## config.mk

```make
export PLATFORM = sky130hd
export DESIGN_NAME = pd_peak_collector
export DESIGN_NICKNAME = d
export VERILOG_FILES = /design/src/rtl/pd_peak_collector.sv
export SDC_FILE = /design/constraint.sdc
export NUM_CORES = 1
export LEC_CHECK = 0
export BUFFER_PORTS_ARGS = -buffer_cell sky130_fd_sc_hd__buf_2
export CAP_MARGIN = 20
export CORE_ASPECT_RATIO = 0.6
export CORE_MARGIN = 3
export CORE_UTILIZATION = 40
export CTS_CLUSTER_DIAMETER = 200
export DETAILED_ROUTE_END_ITERATION = 16
export SKIP_CTS_REPAIR_TIMING = 1
export SYNTH_ARGS = -nofsm -noshare
export SYNTH_HDL_FRONTEND = slang
export SYNTH_SLANG_ARGS = --single-unit
```

## constraint.sdc

```tcl
create_clock -name clk -period 4.71 [get_ports clk]
set_input_delay 0.7065 -clock clk [delete_from_list [all_inputs] [get_ports clk]]
set_output_delay 0.7065 -clock clk [all_outputs]
set_load 0.05 [all_outputs]
```

## src/rtl/pd_peak_collector.sv

```systemverilog
// Peak-record collector: tags detector peaks with their pixel column and queues them for a valid/ready reader.
// Optional end-of-line marker records are enabled by defining PD_PEAK_COLLECT_EOL_MARKER_EN.
module pd_peak_collector #(
    parameter int unsigned FIFO_DEPTH  = 16,
    parameter int unsigned TAG_OFFSET  = 0,
    parameter int unsigned DATAWIDTH   = 16,
    parameter int unsigned PIXEL_WIDTH = 10
) (
    input  logic                             clk,
    input  logic                             reset,
    input  logic                             start_act,
    input  logic                             vald_din,
    input  logic [PIXEL_WIDTH-1:0]           active_columns_start,
    input  logic                             pdet_en,
    input  logic                             peak_valid,
    input  logic [DATAWIDTH-1:0]             peak_info,
    input  logic                             rd_ready,
    output logic                             rd_valid,
    output logic [DATAWIDTH-1:0]             rd_data,
    output logic [PIXEL_WIDTH-1:0]           rd_col,
    output logic                             rd_eol,
    input  logic                             clr_ovf,
    output logic                             ovf,
    output logic [7:0]                       drop_cnt,
    output logic [$clog2(FIFO_DEPTH+1)-1:0]  fifo_level,
    output logic                             busy
);

    localparam int unsigned LW = $clog2(FIFO_DEPTH + 1);
    localparam int unsigned AW = $clog2(FIFO_DEPTH);

    typedef enum logic [1:0] {
        ST_IDLE,
        ST_ACTIVE,
        ST_EOL
    } state_t;

    state_t                 state_q, state_d;
    logic [PIXEL_WIDTH-1:0] col_q, col_d;
    logic [LW-1:0]          level_q, level_d;
    logic [AW-1:0]          wptr_q, rptr_q;
    logic                   ovf_q, ovf_d;
    logic [7:0]             drop_q, drop_d;

    logic [DATAWIDTH-1:0]   mem_data [FIFO_DEPTH];
    logic [PIXEL_WIDTH-1:0] mem_col  [FIFO_DEPTH];

    logic                   enter_act;
    logic                   peak_wr;
    logic                   marker_wr;
    logic                   wr_req;
    logic                   wr_acc;
    logic                   drop;
    logic                   pop;
    logic                   full;
    logic [DATAWIDTH-1:0]   wdata;
    logic [PIXEL_WIDTH-1:0] wcol;

`ifdef PD_PEAK_COLLECT_EOL_MARKER_EN
    logic [7:0]             lcnt_q;
    logic                   mem_eol [FIFO_DEPTH];
`endif

    always_comb begin
        state_d   = state_q;
        enter_act = 1'b0;
        case (state_q)
            ST_IDLE: begin
                if (start_act) begin
                    state_d   = ST_ACTIVE;
                    enter_act = 1'b1;
                end
            end
            ST_ACTIVE: begin
                if (!start_act) state_d = ST_EOL;
            end
            ST_EOL: begin
                if (start_act) begin
                    state_d   = ST_ACTIVE;
                    enter_act = 1'b1;
                end else begin
                    state_d = ST_IDLE;
                end
            end
            default: state_d = ST_IDLE;
        endcase
    end

    always_comb begin
        col_d = col_q;
        if (enter_act)
            col_d = active_columns_start;
        else if (state_q == ST_ACTIVE && vald_din)
            col_d = col_q + 1'b1;
    end

    // The ACTIVE->EOL cycle still reports ST_ACTIVE, so a last-pixel peak lands one slot ahead of the marker.
    assign peak_wr = (state_q == ST_ACTIVE) && peak_valid && pdet_en;

`ifdef PD_PEAK_COLLECT_EOL_MARKER_EN
    assign marker_wr = (state_q == ST_EOL);
    assign wdata     = marker_wr ? DATAWIDTH'(lcnt_q) : peak_info;
    assign wcol      = marker_wr ? col_q : col_q - PIXEL_WIDTH'(TAG_OFFSET);
`else
    assign marker_wr = 1'b0;
    assign wdata     = peak_info;
    assign wcol      = col_q - PIXEL_WIDTH'(TAG_OFFSET);
`endif

    assign rd_valid = (level_q != '0);
    assign pop      = rd_valid && rd_ready;
    assign full     = (level_q == LW'(FIFO_DEPTH));
    assign wr_req   = peak_wr || marker_wr;
    assign wr_acc   = wr_req && (!full || pop);
    assign drop     = wr_req && !wr_acc;
    assign level_d  = level_q + LW'(wr_acc) - LW'(pop);

    // A drop in the same cycle as a clear restarts the count at one.
    always_comb begin
        ovf_d  = ovf_q;
        drop_d = drop_q;
        if (drop) begin
            ovf_d  = 1'b1;
            drop_d = clr_ovf ? 8'd1 : ((drop_q == 8'hFF) ? drop_q : drop_q + 8'd1);
        end else if (clr_ovf) begin
            ovf_d  = 1'b0;
            drop_d = '0;
        end
    end

    always_ff @(posedge clk or posedge reset) begin
        if (reset) begin
            state_q <= ST_IDLE;
            col_q   <= '0;
            level_q <= '0;
            wptr_q  <= '0;
            rptr_q  <= '0;
            ovf_q   <= 1'b0;
            drop_q  <= '0;
        end else begin
            state_q <= state_d;
            col_q   <= col_d;
            level_q <= level_d;
            ovf_q   <= ovf_d;
            drop_q  <= drop_d;
            if (wr_acc) wptr_q <= wptr_q + 1'b1;
            if (pop)    rptr_q <= rptr_q + 1'b1;
        end
    end

`ifdef PD_PEAK_COLLECT_EOL_MARKER_EN
    always_ff @(posedge clk or posedge reset) begin
        if (reset)
            lcnt_q <= '0;
        else if (enter_act)
            lcnt_q <= '0;
        else if (peak_wr && lcnt_q != 8'hFF)
            lcnt_q <= lcnt_q + 8'd1;
    end
`endif

    always_ff @(posedge clk) begin
        if (wr_acc) begin
            mem_data[wptr_q] <= wdata;
            mem_col[wptr_q]  <= wcol;
`ifdef PD_PEAK_COLLECT_EOL_MARKER_EN
            mem_eol[wptr_q]  <= marker_wr;
`endif
        end
    end

    // Head slot is never rewritten until popped, so gating on rd_valid keeps outputs stable and zero when empty.
    assign rd_data    = rd_valid ? mem_data[rptr_q] : '0;
    assign rd_col     = rd_valid ? mem_col[rptr_q]  : '0;
`ifdef PD_PEAK_COLLECT_EOL_MARKER_EN
    assign rd_eol     = rd_valid ? mem_eol[rptr_q]  : 1'b0;
`else
    assign rd_eol     = 1'b0;
`endif
    assign ovf        = ovf_q;
    assign drop_cnt   = drop_q;
    assign fifo_level = level_q;
    assign busy       = (state_q != ST_IDLE) || (level_q != '0);

endmodule

```

# Word level (Yosys, flattened, before mapping)
# Memory sizes are Yosys's and may differ from the RTL's.
# Index checks and enable logic that the tools add are counted.
[totals] regBits=34 in_bits=34 mem_bits_rw=416 mem_count=2
[op_classes] eq_ne=7 n_mux=18 n_addsub=6 reduce_logical=18
[memory_table] memory="mem_data" depth=16 word_bits=16 read_ports=1 rd_clocked_by_memory_dff=0 wr=1 line_no="45" rtl="logic [DATAWIDTH-1:0] mem_data [FIFO_DEPTH];"
[memory_table] memory="mem_col" depth=16 word_bits=10 read_ports=1 rd_clocked_by_memory_dff=0 wr=1 line_no="46" rtl="logic [PIXEL_WIDTH-1:0] mem_col [FIFO_DEPTH];"
[ops] operator="$mux W8" n=4
[ops] operator="$mux W10" n=3
[ops] operator="$mux W16" n=1
[ops] operator="$add A10 B1 Y10 const B" n=1
[ops] operator="$add A4 B1 Y4 const B" n=2
[ops] operator="$add A8 B1 Y8 const B" n=1
[ops] operator="$eq A8 B8 Y1 const B" n=1
[ops] operator="$mux W1" n=7
[ops] operator="$logic_and A1 B1 Y1" n=6
[ops] operator="$ne A2 B2 Y1 const B" n=3
[ops] operator="$pmux W2 S3" n=1
[ops] operator="$reduce_bool A2 Y1" n=3
[ops] operator="$add A5 B1 Y5" n=1
[ops] operator="$eq A5 B5 Y1 const B" n=1
[ops] operator="$reduce_bool A5 Y1" n=1
[ops] operator="$sub A5 B1 Y5" n=1
[ops] operator="$mux W2" n=2
[ops] operator="$reduce_and A2 Y1" n=2
[ops] operator="$eq A2 B1 Y1 const B" n=1
[ops] operator="$eq A2 B2 Y1 const B" n=1
[ops] operator="$logic_not A1 Y1" n=2
[ops] operator="$logic_not A2 Y1" n=1
[ops] operator="$logic_or A1 B1 Y1" n=2
[ops] operator="$reduce_or A2 Y1" n=1

# Depth between registers and ports, before layout
[logic_depth] ltp_word=8 ltp_mapped=14

# Least setup slack after synthesis
# Ideal clock, no wire load.
[synth_timing] path_kind="register to register" startpoint="register level_q[2] (netlist: fifo_level[2])" endpoint="memory mem_col[3][0] (enable)" period_less_slack_ps=4013 setup_ps=442 arrival_time_ps=3572 n_path_buf=0 path_slack_ps=697 required_time_ps=4268 stages_incl_launch_ff=7 cell_sequence="dfrtp_1 inv_1 ha_1 nor3b_1 a21boi_1 nand2_1 nor3_1"
[synth_between] elab_chain_cells=6 word_cells_on_any_way=8
[synth_lines] item="start: declaration" line_no="40" rtl="logic [LW-1:0] level_q, level_d;"
[synth_lines] item="start signal: assignment" line_no="143" rtl="level_q <= level_d;"
[synth_lines] item="$eq A5 B5 Y1 or $reduce_bool A5 Y1 (tied branches)" line_no="112, 110"
[synth_lines] item="$logic_not A1 Y1 or $logic_and A1 B1 Y1 (tied branches)" line_no="114, 111"
[synth_lines] item="$logic_or A1 B1 Y1 *" line_no="114" rtl="assign wr_acc = wr_req && (!full || pop);"
[synth_lines] item="$logic_and A1 B1 Y1 *" line_no="114"
[synth_lines] item="$mux W1 *" line_no="163" rtl="if (wr_acc) begin"
[synth_lines] item="$mux W1 (implied by the code) *" line_no="165" rtl="mem_col[wptr_q] <= wcol;"
[synth_lines] item="end: declaration" line_no="46"
# Every way passes the cells marked *; elsewhere a longest branch is shown, timed or not.

# Worst setup path after layout
[layout_timing] startpoint="register rptr_q[1]" endpoint="output rd_col[3]"
[layout_between] elab_chain_cells=2
[layout_lines] item="start: declaration" line_no="41" rtl="logic [AW-1:0] wptr_q, rptr_q;"
[layout_lines] item="start signal: assignment" line_no="147" rtl="if (pop) rptr_q <= rptr_q + 1'b1;"
[layout_lines] item="$mem_v2 Z16 W10"
[layout_lines] item="$mux W10" line_no="174" rtl="assign rd_col = rd_valid ? mem_col[rptr_q] : '0;"
[layout_lines] item="end: declaration" line_no="20" rtl="output logic [PIXEL_WIDTH-1:0] rd_col,"
# No other way between the ends.

==> results by group <==
Timing
  • Final setup viols: 0
  • Final Max Slew Viols: 0
  • Slew @ Worst Pin: about 920 ps
  • Clock Skew: 11.8 ps
  • Hold Fails Final Rpt: 0
  • Fin Setup TNS: 0 ps
  • Min Clock Period, post-route: around 3900 ps
  • RSZ-0062 raised after global routing: false
  • Period utilization: between 80% and 90%
  • Max Fclk: 257 MHz
  • Max transition margin: 38.6%

Floorplan
  • Row count: between 50 and 60
  • Die height: about 170 um
  • Die area: between 40000 and 50000 um2
  • # IOs: between 70 and 80
  • Starting Density: 41.1%
  • Core area: about 42000 um2
  • DIE WIDTH: 276 um

Worst setup path
  • Crit-path slowest cell: dfrtp_4
  • Critical Path, Cell by Cell: buf_4, mux4_2, a22o_1, a221o_1, buf_2
  • Setup Crit Path Kind: reg -> out
  • Startpoint Class: flip-flop
  • Critical Path Fanout Max: 35
  • CP required: ~4000 ps
  • Slowest stage delay, CP: 880 ps
  • Worst EP arrival: around 3200 ps
  • CP Capture Type: primary output

Route
  • DRT met1 WL: 19.3 mm
  • WL/cell: 25.9 um
  • First-pass detailed-route iteration total: 5
  • Met3 WL: 2.61 mm
  • Via Count: about 8500
  • Vias per inst: between 5 and 6
  • Uppermost routed layer: met4
  • Initial drt markers: around 1000
  • Routed wl met2: around 17 mm
  • Antenna-violating nets left: 0
  • Wirelength, routed: 39.5 mm
  • DR DRC count: 0

Final layout
  • Final Util: a little under half
  • Final Non-Filler Cells: roughly 1500
  • Area Overhead vs Synth: 15.5%
  • Share of layout cells above drive strength 1: a little under a third
  • Post-layout nets: just under 1000
  • Antenna cells: 0

Global route
  • Global-route wire length before repair: 59.1 mm
  • Gr ovfl total: 0
  • Vias in the first global route: approximately 8700
  • Total track usage: about 17%
  • Pin count of the biggest net entering global routing: 43
  • Antenna violations before repair: 0

Synthesis
  • Share of the yosys chip area belonging to registers: about three quarters
  • Most frequent cells after synthesis: edfxtp_1, mux4_2, dfrtp_1, a221o_1, a22o_1
  • Net Count, Synth: 864
  • Yosys top cell area share: 71.6%
  • Largest area contributor in the netlist: edfxtp_1
  • Ys flop type: edfxtp_1
  • Yosys warns: 0
  • Post-synth EDFFs: 416
  • Area contributors post-synth: edfxtp_1, mux4_2, dfrtp_1
  • #FFs+latches synth: 450
  • Yosys cell types: between 40 and 50
  • Ys async rst share: around 7.6%
  • Post-synthesis instance total: around 820
  • Top-count cell post-synth: edfxtp_1
  • Mapped Area: approximately 17000 um2
  • Syn avg cell area: around 21 um2

Clock tree
  • CTS tree: yes
  • CTS Sinks: 450
  • CTS HTree Levels: 2
  • CTS Buf Count: 42
  • Skew-Pair Late Insertion Delay: 550 ps
  • CTS clk-pin slew, worst paths: roughly 60 ps
  • Clock Tree Buf Depth: 3
  • CTS Root Cell: clkbuf_16

Placement
  • Port buffer count: 75
  • Placed Cells: approximately 1500
  • Dpl hpwl: ~23 mm
  • Final Wtd Congestion: around 0.75

Worst hold path
  • Min-delay worst type: in -> async

Power
  • PD cells: between 500 and 600 nW/um2
  • LEAKAGE: roughly 6.6 nW
  • VDD IR-drop max: ~350 uV

Run
  • Max Cap Viol: 0

Outcome
  • Run status: complete, no violations
-- through the flow --
step                hold slack, ps  cell area (um2)  total power, mW  worst slack (ps)
detailed placement             521            18800             8.88              1360
finish                         251            20200             12.1               824
global route                   289            20200             12.6               654
global placement               508            18800             8.88              1350
floorplan                      456            17500             7.78               697
CTS                            246            20100             12.2               765
-- worst paths after layout --
check | startpoint | slack (ps) | end | depth (start not counted)
setup / recovery | rptr_q[1] | 820 | rd_col[3] | 5
hold / removal | reset | 250 | fifo_level[4] | 3
setup reg to reg | fifo_level[2] | 1710 | mem_col[11][9] | 7
hold reg to reg | ovf | 540 | ovf | 2
max in group asynchronous | reset | 4090 | rptr_q[1] | 3
min in group clk | start_act | 340 | state_q[1] | 2
-- placed cells by master (no fill, tap or decap), types with 4 or more instances in the layout --
| master | instances |
|---|---|
| inv_1 | 15 |
| nand3_1 | 4 |
| clkinv_1 | 7 |
| buf_2 | 75 |
| buf_4 | 29 |
| nand4_1 | 4 |
| clkinv_2 | 4 |
| nor2_1 | 6 |
| mux2_2 | 4 |
| or3_1 | 5 |
| mux4_2 | 104 |
| a221o_1 | 26 |
| nor3_2 | 4 |
| ha_1 | 13 |
| nor2_4 | 12 |
| clkbuf_1 | 10 |
| a22o_1 | 26 |
| clkbuf_16 | 45 |
| xor2_1 | 6 |
| nand2_1 | 23 |
| buf_12 | 7 |
| nor4_1 | 4 |
| xnor2_1 | 13 |
| edfxtp_1 | 416 |
| a21oi_1 | 5 |
| o21ai_0 | 10 |
| dfrtp_1 | 31 |
-- sequential cells by signal, summed over array words and instances (netlist names) --
| name | cells |
|---|---|
| fifo_level | 5 |
| mem_data | 256 |
| rptr_q | 4 |
| ovf | 1 |
| mem_col | 160 |
| drop_cnt | 8 |
| state_q | 2 |
| wptr_q | 4 |
| col_q | 10 |
-- area by class of cell --
type,instances,area (um2)
Clock buffer,57,1190
Clock inverter,16,131
Fill cell,3469,22300
Tap cell,570,713
Multi-Input combinational cell,308,3970
Timing Repair Buffer,112,741
Inverter,15,56.3
Sequential cell,450,13400
-- worst max-delay path, delay by kind of cell (launching register included) --
| family | cells | cell delay (ps) |
|---|---|---|
| compound gates | 2 | 520 |
| flops | 1 | 880 |
| buf+inv | 2 | 630 |
| mux | 1 | 550 |
-- metal layers --
metal	up-vias	track usage (%)
li1	3633	-
met3	47	3.93
met2	294	24.2
met4	0	3.79
met5	-	0
met1	4558	28.0
-- where the power goes --
group / internal [mW] / switching (mW)
combinational: 1.50 / 2.23
sequential: 4.57 / 0.441
clock: 1.88 / 1.44
-- cells by family (layout without fill, tap and decap cells) --
logic type / after synthesis / count (layout) / share of synthesized area (%)
adders and majority gates: 14 / 14 / 1.05
xor gates and xnor gates: 19 / 19 / 0.953
muxes: 109 / 109 / 13.7
DFF: 450 / 450 / 76.4
AOI/OAI and AO/OA: 80 / 80 / 3.80
buffers and inverters: 58 / 200 / 1.50
and+or+nand+nor: 85 / 85 / 2.52
other: 1 / 1 / 0.0215
(Power assumes the default switching activity.)
